### src/rtl/usb_hub_pkg.sv
// Shared definitions for the hub port polling logic: scheduler FSM encoding
// and the helper that sizes port-index fields.
package usb_hub_pkg;

    typedef enum logic [1:0] {
        ST_IDLE   = 2'd0,
        ST_SELECT = 2'd1,
        ST_REQ    = 2'd2,
        ST_WAIT   = 2'd3
    } poll_state_e;

    // Width of a port index; a single port still needs one bit.
    function automatic int port_idx_width(input int num_ports);
        return (num_ports < 2) ? 1 : $clog2(num_ports);
    endfunction

endpackage

### src/rtl/poll_interval_timer.sv
// Free-running interval counter; tick is high during the last cycle of each
// POLL_INTERVAL-cycle period.
module poll_interval_timer #(
    parameter int POLL_INTERVAL = 100
) (
    input  logic clock,
    input  logic reset,
    output logic tick
);

    localparam int CW = (POLL_INTERVAL < 2) ? 1 : $clog2(POLL_INTERVAL);
    localparam logic [CW-1:0] LAST = CW'(POLL_INTERVAL - 1);

    logic [CW-1:0] count;

    assign tick = (count == LAST);

    // NOTE: sequential state uses non-blocking assignments so every flop
    // samples pre-edge values regardless of process evaluation order.
    always_ff @(posedge clock) begin
        if (reset) begin
            count <= '0;
        end else if (tick) begin
            count <= '0;
        end else begin
            count <= count + 1'b1;
        end
    end

endmodule

### src/rtl/port_poll_scheduler.sv
// Round-based poll scheduler: on each interval tick it walks the enabled
// ports in ascending order, one request/completion (or timeout) at a time.
module port_poll_scheduler
    import usb_hub_pkg::*;
#(
    parameter int NUM_PORTS     = 4,
    parameter int POLL_INTERVAL = 100,
    parameter int POLL_TIMEOUT  = 64
) (
    input  logic                                  clock,
    input  logic                                  reset,
    input  logic [NUM_PORTS-1:0]                  port_enable,
    output logic                                  poll_valid,
    output logic [port_idx_width(NUM_PORTS)-1:0]  poll_port,
    input  logic                                  poll_ready,
    input  logic                                  poll_done,
    output logic [NUM_PORTS-1:0]                  timeout_status,
    output logic                                  round_done,
    output logic                                  overrun,
    output logic                                  busy
);

    localparam int PW = port_idx_width(NUM_PORTS);
    localparam int TW = (POLL_TIMEOUT < 2) ? 1 : $clog2(POLL_TIMEOUT);
    localparam logic [TW-1:0] TO_LAST = TW'(POLL_TIMEOUT - 1);

    poll_state_e          state_q, state_d;
    logic [NUM_PORTS-1:0] round_mask_q, round_mask_d;
    logic [PW-1:0]        cur_q, cur_d;
    logic [TW-1:0]        to_cnt_q, to_cnt_d;
    logic [NUM_PORTS-1:0] timeout_status_q, timeout_status_d;
    logic                 round_done_q, round_done_d;
    logic                 overrun_q, overrun_d;

    logic                 tick;
    logic [NUM_PORTS-1:0] eff;
    logic                 eff_any;
    logic [PW-1:0]        low_idx;
    logic                 to_expired;

    poll_interval_timer #(
        .POLL_INTERVAL (POLL_INTERVAL)
    ) u_timer (
        .clock (clock),
        .reset (reset),
        .tick  (tick)
    );

    // Ports dropped from port_enable mid-round are skipped at their turn.
    assign eff        = round_mask_q & port_enable;
    assign eff_any    = |eff;
    assign to_expired = (to_cnt_q == TO_LAST);

    // Lowest set bit of eff; scanning downward lets the lowest index win.
    always_comb begin
        low_idx = '0;
        for (int i = NUM_PORTS - 1; i >= 0; i--) begin
            if (eff[i]) begin
                low_idx = PW'(i);
            end
        end
    end

    // NOTE: every combinational output gets a default before the case so no
    // path leaves a variable unassigned, which would infer a latch.
    always_comb begin
        state_d          = state_q;
        round_mask_d     = round_mask_q;
        cur_d            = cur_q;
        to_cnt_d         = to_cnt_q;
        timeout_status_d = timeout_status_q;
        round_done_d     = 1'b0;
        overrun_d        = tick && (state_q != ST_IDLE);

        case (state_q)
            ST_IDLE: begin
                if (tick) begin
                    round_mask_d = port_enable;
                    if (|port_enable) begin
                        state_d = ST_SELECT;
                    end
                end
            end

            ST_SELECT: begin
                if (eff_any) begin
                    cur_d                 = low_idx;
                    round_mask_d[low_idx] = 1'b0;
                    state_d               = ST_REQ;
                end else begin
                    round_done_d = 1'b1;
                    state_d      = ST_IDLE;
                end
            end

            ST_REQ: begin
                if (poll_ready) begin
                    to_cnt_d = '0;
                    state_d  = ST_WAIT;
                end
            end

            ST_WAIT: begin
                to_cnt_d = to_cnt_q + 1'b1;
                if (poll_done) begin
                    timeout_status_d[cur_q] = 1'b0;
                    state_d                 = ST_SELECT;
                end else if (to_expired) begin
                    timeout_status_d[cur_q] = 1'b1;
                    state_d                 = ST_SELECT;
                end
            end

            default: begin
                state_d = ST_IDLE;
            end
        endcase
    end

    always_ff @(posedge clock) begin
        if (reset) begin
            state_q          <= ST_IDLE;
            round_mask_q     <= '0;
            cur_q            <= '0;
            to_cnt_q         <= '0;
            timeout_status_q <= '0;
            round_done_q     <= 1'b0;
            overrun_q        <= 1'b0;
        end else begin
            state_q          <= state_d;
            round_mask_q     <= round_mask_d;
            cur_q            <= cur_d;
            to_cnt_q         <= to_cnt_d;
            timeout_status_q <= timeout_status_d;
            round_done_q     <= round_done_d;
            overrun_q        <= overrun_d;
        end
    end

    assign poll_valid     = (state_q == ST_REQ);
    assign poll_port      = cur_q;
    assign busy           = (state_q != ST_IDLE);
    assign timeout_status = timeout_status_q;
    assign round_done     = round_done_q;
    assign overrun        = overrun_q;

endmodule

### config.mk
export PLATFORM = sky130hd
export DESIGN_NAME = port_poll_scheduler
export DESIGN_NICKNAME = d
export VERILOG_FILES = /design/src/rtl/usb_hub_pkg.sv /design/src/rtl/poll_interval_timer.sv /design/src/rtl/port_poll_scheduler.sv
export SDC_FILE = /design/constraint.sdc
export NUM_CORES = 1
export LEC_CHECK = 0
export BUFFER_PORTS_ARGS = -buffer_cell sky130_fd_sc_hd__buf_2
export CELL_PAD_IN_SITES_DETAIL_PLACEMENT = 1
export CELL_PAD_IN_SITES_GLOBAL_PLACEMENT = 1
export CORE_MARGIN = 1.5
export CORE_UTILIZATION = 35
export CTS_CLUSTER_SIZE = 28
export DETAILED_ROUTE_END_ITERATION = 8
export GPL_TIMING_DRIVEN = 1
export PLACE_DENSITY_LB_ADDON = 0.1
export SLEW_MARGIN = 0
export SYNTH_ARGS = -nofsm -noshare
export SYNTH_HDL_FRONTEND = slang
export SYNTH_SLANG_ARGS = --single-unit
export TNS_END_PERCENT = 30
### constraint.sdc
create_clock -name clock -period 5.3 [get_ports clock]
set_clock_uncertainty 0.2 [all_clocks]
set_input_delay 1.06 -clock clock [delete_from_list [all_inputs] [get_ports clock]]
set_output_delay 1.06 -clock clock [all_outputs]
set_load 0.01 [all_outputs]
==> metrics.txt, run 1 <==
worst-case reg-to-reg path depth=5; cell-by-cell listing of the critical path=inv_1 > ha_1 > inv_1 > buf_2; Mapped Area=1390 um2; FILL cells=460; syn avg cell area=~8.9 um2; Min-Delay Path Depth=1; Iter 0 DRT Violations=50; Detailed Route WL=3.23 mm; capturing element type of the critical path=output pin; die span in x=66.1 um; vias in the first global route=1,267; Critical Path Most Common Cell=sky130_fd_sc_hd__inv_1; commonest non-fill, non-tap cell in the layout=sky130_fd_sc_hd__dfxtp_1; met3 track demand over resource=0.0341; floorplan die area=4360 um2; portion of total power attributed to the clock network=0.320; Fmax achieved=around 380 MHz; area delta synth->final=12.3%; Crit path required time=between 4 and 5 ns; number of resized instances in the post-cts repair step=0; hold-fix buffer count after cts=0; number of nets produced by synthesis=171; fin. max-slew vios=0; transition time at the pin with the least slew margin=0.593 ns; number of cell rows=22; crit path max fanout=6; Placement Setup Slack=between 2 and 3 ns; Setup-failing EPs final=0; terminating pin of the worst hold path=u_timer.count[0]; WL per Instance=approximately 15 um; CTS tree=done; area used by multi-input combinational logic=787 um2; total count of hold-check failures in the final report=0; worst IR drop on VDD=~0.13 mV; H-tree depth reported by CTS=1; Seq/Total Area, Yosys=0.388; number of nets in the layout=189; total via count in the routed design=1,202; Int Pwr=276 uW; worst-case setup margin in the final layout=approximately 2.7 ns; TritonCTS Buffers=3; Final period util=0.499; number of flip-flops and latches in the synthesized netlist=27; net switching power=93.5 uW; arrival time of the worst setup path=1.39 ns; post-synthesis cell count=157; die boundary height=between 60 and 70 um; number of DRC violations after detailed routing=0; run status=finished clean; flop-to-flop setup slack=approximately 3.3 ns; peak per-stage delay on the critical path=0.39 ns; clock period minus final worst setup slack=2.65 ns; Clock Latency Late Sink=approximately 0.27 ns; number of max-cap violations=0; most frequent cells in the layout=sky130_fd_sc_hd__dfxtp_1 (27), sky130_fd_sc_hd__buf_2 (17), sky130_fd_sc_hd__nor2_1 (13), sky130_fd_sc_hd__inv_1 (11), sky130_fd_sc_hd__nand2_1 (11); count of nets left with antenna violations after detail routing=0; routed via count divided by cell count=between 5 and 6; number of antenna repair diodes=0; post-route cell area=about 1600 um2; GRT Residual Overflow=0; fraction of power consumed by sequential logic=0.574; number of port buffers=17; beginning of the worst register-to-register path=u_timer.count[0]; Pleak=0.000579 uW; maximum number of pins on one net before global-route repair=23; Max clock buf depth=2; Critical Path Source Type=register; relative max-transition margin=0.593; first-pass GRT wire length=between 5 and 6 mm; Top Ports=18; pwr dens=237 nW/um2; Root Buffer Master=sky130_fd_sc_hd__clkbuf_8; Area contributors post-synth=sky130_fd_sc_hd__dfxtp_1 (39%), sky130_fd_sc_hd__ha_1 (5.4%), sky130_fd_sc_hd__nor2_1 (3.5%); accumulated negative setup slack=0 ns; number of setup buffers added after CTS=0; Sequential Area=~540 um2; Power, Total=370 uW; Worst-path clk slew=about 0.090 ns; area leader, netlist=sky130_fd_sc_hd__dfxtp_1; antenna violations before repair=0; top cell type's share of synthesized area=0.388; Hold Path Class=register to register; overall fraction of global-route tracks in use=0.172; critical path start-end classification=register to output pin; share of post-route cells with drive strength above 1=0.172; Final GP Congestion=0.771; initial core utilization=0.372; HP Start=u_timer.count[0]; area of the core region=about 3700 um2; met2 Track Usage GR=0.301; Critical R2R Capture=state_q[0]; layer with the highest usage=met2; cell area reported after detailed placement=1510 um2; drt first pass iters=4; Logic pwr share=0.106; Net Sw Frac=0.253; crit path max-delay cell type=sky130_fd_sc_hd__dfxtp_1; number of warning messages in the yosys log=0; half-perimeter wire length of the detailed placement result=approximately 2.5 mm; met1 Use GR=0.206; number of library cell types mapped by synthesis=49; clock tree sinks=27; setup repair after global routing missed its margin=false
==> worst max-delay path: cells and delay by family (launching register included) <==
family	cells	cell delay [ns]
fa+ha+maj	1	0.29
buf+inv	3	0.44
flops	1	0.39
==> synth_stat cells (all sizes together) <==
master	number
mux2	1
a22o	2
nand4	1
xor2	2
nor3	4
o21a	2
mux2i	2
o32ai	2
a21boi	2
ha	6
a32oi	1
nor2	13
inv	11
a21oi	9
nor2b	6
o32a	1
and3b	1
buf	1
or3b	1
clkbuf	3
dfxtp	27
a31oi	2
or3	2
and2	1
xnor2	4
and3	3
nand2b	5
a2bb2oi	1
or4	1
a41oi	1
a221oi	2
nand2	11
o21ai	10
a31o	1
nand3	5
a211oi	2
nor4	1
a22oi	1
a211o	1
nor4b	2
a32o	1
nand3b	2
==> cell families after synthesis <==
logic type | Yosys count | synth area share
buffers and inverters | 15 | 0.0459
XOR/XNOR | 6 | 0.0378
flip-flops | 27 | 0.388
AND/OR/NAND/NOR | 59 | 0.237
adder cells (fa/ha/maj) | 6 | 0.0540
AO/OA/AOI/OAI | 41 | 0.212
multiplexers | 3 | 0.0252
==> routing by layer <==
metal | share of wire | vias to the layer above
met5 | 0 | -
li1 | - | 594
met4 | 0.018 | 0
met2 | 0.48 | 25
met1 | 0.46 | 577
met3 | 0.041 | 6
==> power groups by stage <==
| stage | combinational, uW | sequential (uW) | clock, uW |
|---|---|---|---|
| final | 39.2 | 212 | 119 |
| after global routing | 44.4 | 213 | 134 |
| after CTS | 39.9 | 212 | 123 |
| after detailed placement | 39.8 | 217 | 0 |
| after global placement | 37.5 | 216 | 0 |
| after floorplan | 27.4 | 216 | 0 |
==> how the worst max path moves through the flow <==
| stage | start | endpoint | slack, ns | depth (start not counted) |
|---|---|---|---|---|
| after global placement | port_enable[0] | state_q[0] | 2.73 | 5 |
| after global routing | state_q[0] | busy | 2.52 | 4 |
| after CTS | state_q[0] | busy | 2.62 | 4 |
| after floorplan | port_enable[0] | state_q[0] | 2.90 | 4 |
| after detailed placement | port_enable[0] | state_q[0] | 2.67 | 5 |
| final | state_q[0] | busy | 2.65 | 4 |
==> final cells by class <==
type                            count  share of cell area
Sequential cell                    27               0.346
Timing Repair Buffer               17              0.0544
Tap cell                           48              0.0384
Clock buffer                        3              0.0264
Inverter                           11              0.0264
Multi-Input combinational cell    115               0.504
Clock inverter                      1             0.00480
==> per-stage QoR <==
stage | utilization | hold WS [ns] | std cells
6_report | 0.417 | 0.255 | 222
5_1_grt | 0.417 | 0.293 | 222
4_1_cts | 0.417 | 0.262 | 222
2_1_floorplan | - | 0.213 | 157
3_5_place_dp | 0.404 | 0.243 | 218
3_3_place_gp | 0.404 | 0.226 | 218
Note: power is estimated with default switching activity, not from simulation.
==> run 2: changes to the inputs <==
Settings changed: ABC_AREA from default to 1.
Clock period 5.3 ns to 2.7 ns, I/O delays scaled along.
==> run 2 against run 1 <==
Against the previous run: non-clock buffer count unchanged; first-iteration DRC count decreased by 52%; sequential power increased by 91%; largest power group unchanged; worst setup slack got worse by 2.0 ns.
==> metrics.txt, run 2 <==
Crit path required time=1.96 ns (was 4.04 ns); GRT Residual Overflow=0 (unchanged); number of setup buffers added after CTS=0 (unchanged); worst IR drop on VDD=0.141 mV (was 0.128 mV); Critical R2R Capture=state_q[1] (was state_q[0]); cell-by-cell listing of the critical path=inv_1 > ha_1 > inv_1 > buf_2 (unchanged); top cell type's share of synthesized area=0.385 (was 0.388); number of library cell types mapped by synthesis=30 (was 49); arrival time of the worst setup path=1.27 ns (was 1.39 ns); syn avg cell area=7.38 um2 (was 8.86 um2); commonest non-fill, non-tap cell in the layout=sky130_fd_sc_hd__nand2_1 (was sky130_fd_sc_hd__dfxtp_1); fraction of synthesized area in multiplexers=0 (was 0.0252); FILL cells=491 (was 460); Mapped Area=1400 um2 (was 1390 um2); top-count cell post-synth=sky130_fd_sc_hd__nand2_1 (was sky130_fd_sc_hd__dfxtp_1); flop-to-flop setup slack=0.86 ns (was 3.26 ns); transition time at the pin with the least slew margin=0.418 ns (was 0.593 ns); H-tree depth reported by CTS=1 (unchanged); Critical Path Most Common Cell=sky130_fd_sc_hd__inv_1 (unchanged); Max clock buf depth=2 (unchanged); area leader, netlist=sky130_fd_sc_hd__dfxtp_1 (unchanged); antenna violations before repair=0 (unchanged); first-pass GRT wire length=5.58 mm (was 5.73 mm); die span in x=66.3 um (was 66.1 um); total count of hold-check failures in the final report=0 (unchanged); clock period minus final worst setup slack=2.01 ns; half-perimeter wire length of the detailed placement result=2.62 mm (was 2.51 mm); most frequent cells after synthesis=sky130_fd_sc_hd__nand2_1 (50), sky130_fd_sc_hd__dfxtp_1 (27), sky130_fd_sc_hd__inv_1 (16), sky130_fd_sc_hd__nor2_1 (16), sky130_fd_sc_hd__a21oi_1 (15) (was sky130_fd_sc_hd__dfxtp_1 (27), sky130_fd_sc_hd__nor2_1 (13), sky130_fd_sc_hd__inv_1 (11), sky130_fd_sc_hd__nand2_1 (11)); setup repair after global routing missed its margin=false (unchanged); Root Buffer Master=sky130_fd_sc_hd__clkbuf_8 (unchanged); Worst-path clk slew=0.09 ns (about the same); pwr dens=420 nW/um2 (was 237 nW/um2); fin. max-slew vios=0 (unchanged); post-synthesis cell count=190 (was 157); run status=finished clean (unchanged); peak per-stage delay on the critical path=0.37 ns (was 0.39 ns); Pleak=0.000633 uW (was 0.000579 uW); number of antenna repair diodes=0 (unchanged); Top Ports=18 (unchanged); Final period util=0.744; crit path max fanout=3 (was 6); number of port buffers=17 (unchanged); total via count in the routed design=1,251 (was 1,202); floorplan die area=4400 um2 (was 4360 um2); number of cell rows=22 (unchanged); share of the synthesized netlist area taken by xor and xnor gates=0.00624 (was 0.0378); Iter 0 DRT Violations=24 (was 50); post-route cell area=1590 um2 (was 1560 um2); Clock Latency Late Sink=0.27 ns (about the same); Crit. path cell count=4 (unchanged); Critical Path Source Type=register (unchanged); Detailed Route WL=3.17 mm (was 3.23 mm); share of post-route cells with drive strength above 1=0.219 (was 0.172); routed via count divided by cell count=4.85 (was 5.41); crit path max-delay cell type=sky130_fd_sc_hd__dfxtp_1 (unchanged); number of max-cap violations=0 (unchanged); number of nets in the layout=225 (was 189); relative max-transition margin=0.718 (was 0.593); Fmax achieved=498 MHz; leading register cell type out of synthesis=sky130_fd_sc_hd__dfxtp_1 (unchanged); worst-case reg-to-reg path depth=8 (was 5); initial core utilization=0.375 (was 0.372); most frequent cells in the layout=sky130_fd_sc_hd__nand2_1 (50), sky130_fd_sc_hd__dfxtp_1 (27), sky130_fd_sc_hd__buf_2 (17), sky130_fd_sc_hd__inv_1 (16), sky130_fd_sc_hd__nor2_1 (16) (was sky130_fd_sc_hd__dfxtp_1 (27), sky130_fd_sc_hd__buf_2 (17), sky130_fd_sc_hd__nor2_1 (13), sky130_fd_sc_hd__inv_1 (11), sky130_fd_sc_hd__nand2_1 (11)); Hold Path Class=register to register (unchanged); area delta synth->final=13.6% (was 12.3%); area fraction in compound gates after synthesis=0.116 (was 0.212); capturing element type of the critical path=output pin (unchanged); area of the core region=3740 um2 (unchanged); overall fraction of global-route tracks in use=0.164 (was 0.172); endpoint of the most critical setup path=busy (unchanged); TritonCTS Buffers=3 (unchanged); simple-gate portion of the synthesized area=0.375 (was 0.237); fraction of synthesis flops using an asynchronous set or reset pin=0 (unchanged); count of flip-flops with a built-in enable after synthesis=0 (unchanged); Seq/Total Area, Yosys=0.385 (was 0.388); count of nets left with antenna violations after detail routing=0 (unchanged); beginning of the worst register-to-register path=state_q[1] (was u_timer.count[0]); Final GP Congestion=0.801 (was 0.771); drt first pass iters=4 (unchanged); Adder-Cell Fraction of Synth Area=0.0535 (was 0.0540); maximum number of pins on one net before global-route repair=17 (was 23); buffers and inverters on the worst path=3 (unchanged); hold-fix buffer count after cts=0 (unchanged); number of DRC violations after detailed routing=0 (unchanged); accumulated negative setup slack=0 ns (unchanged); number of flip-flops and latches in the synthesized netlist=27 (unchanged); critical path start-end classification=register to output pin (unchanged); die boundary height=66.3 um (was 66.1 um); number of warning messages in the yosys log=0 (unchanged); Area contributors post-synth=sky130_fd_sc_hd__dfxtp_1 (39%), sky130_fd_sc_hd__nand2_1 (13%), sky130_fd_sc_hd__a21oi_1 (5.4%) (was sky130_fd_sc_hd__dfxtp_1 (39%), sky130_fd_sc_hd__ha_1 (5.4%), sky130_fd_sc_hd__nor2_1 (3.5%)); vias in the first global route=1,303 (was 1,267); number of nets produced by synthesis=204 (was 171); cell area reported after detailed placement=1540 um2 (was 1510 um2); CTS tree=done (unchanged); beginning of the critical path=state_q[0] (unchanged); WL per Instance=12.3 um (was 14.5 um); dominant delay contributor by cell family on the critical path=buffers and inverters (unchanged); number of resized instances in the post-cts repair step=0 (unchanged); clock tree sinks=27 (unchanged); combinational family with the most area after synthesis=simple AND/OR/NAND/NOR gates (unchanged); Setup-failing EPs final=0 (unchanged)
[run 2: routing by layer]
metal / vias up / track usage / routed length, um
met5: - / 0 / 0
met4: 0 / 0.0536 / 34
met3: 4 / 0.0256 / 96
met2: 14 / 0.300 / 1620
met1: 580 / 0.192 / 1430
li1: 653 / - / -
[run 2: how the worst min path moves through the flow]
stage	slack, ns	cells past startpoint	endpoint	startpoint
floorplan	0.22	1	u_timer.count[0]	u_timer.count[0]
detailed placement	0.24	1	u_timer.count[0]	u_timer.count[0]
global route	0.28	2	register	register
finish	0.26	1	u_timer.count[0]	u_timer.count[0]
CTS	0.26	1	u_timer.count[0]	u_timer.count[0]
global placement	0.24	1	u_timer.count[0]	u_timer.count[0]
[run 2: cell families after synthesis]
| family | Yosys count |
|---|---|
| AOI/OAI and AO/OA | 27 |
| and+or+nand+nor | 105 |
| DFF | 27 |
| buffers and inverters | 24 |
| adders and majority gates | 6 |
| xor gates and xnor gates | 1 |
[run 2: layout make-up]
cell class,count,area [um2],share of cell area
tap,48,60.1,0.0377
inverter,23,86.3,0.0542
sequential,27,541,0.339
clock inverter,1,7.51,0.00471
timing repair buffer,17,85.1,0.0534
clock buffer,3,41.3,0.0259
multi-input combinational,139,772,0.485
[run 2: stage by stage]
stage | worst slack, ns | hold slack, ns | std cells | total power, uW | utilization
3_3_place_gp | 0.945 | 0.237 | 254 | 441 | 0.412
2_1_floorplan | 1.10 | 0.218 | 190 | 430 | -
3_5_place_dp | 0.864 | 0.243 | 254 | 442 | 0.412
5_1_grt | 0.584 | 0.278 | 258 | 702 | 0.425
4_1_cts | 0.672 | 0.263 | 258 | 677 | 0.425
6_report | 0.690 | 0.259 | 258 | 669 | 0.425
[run 2: power by group]
part	internal, uW	switching [uW]	leakage (uW)
Combinational	9.67	18.8	0.000394
Sequential	402	2.62	0.000218
Clock	105	131	0.0000217
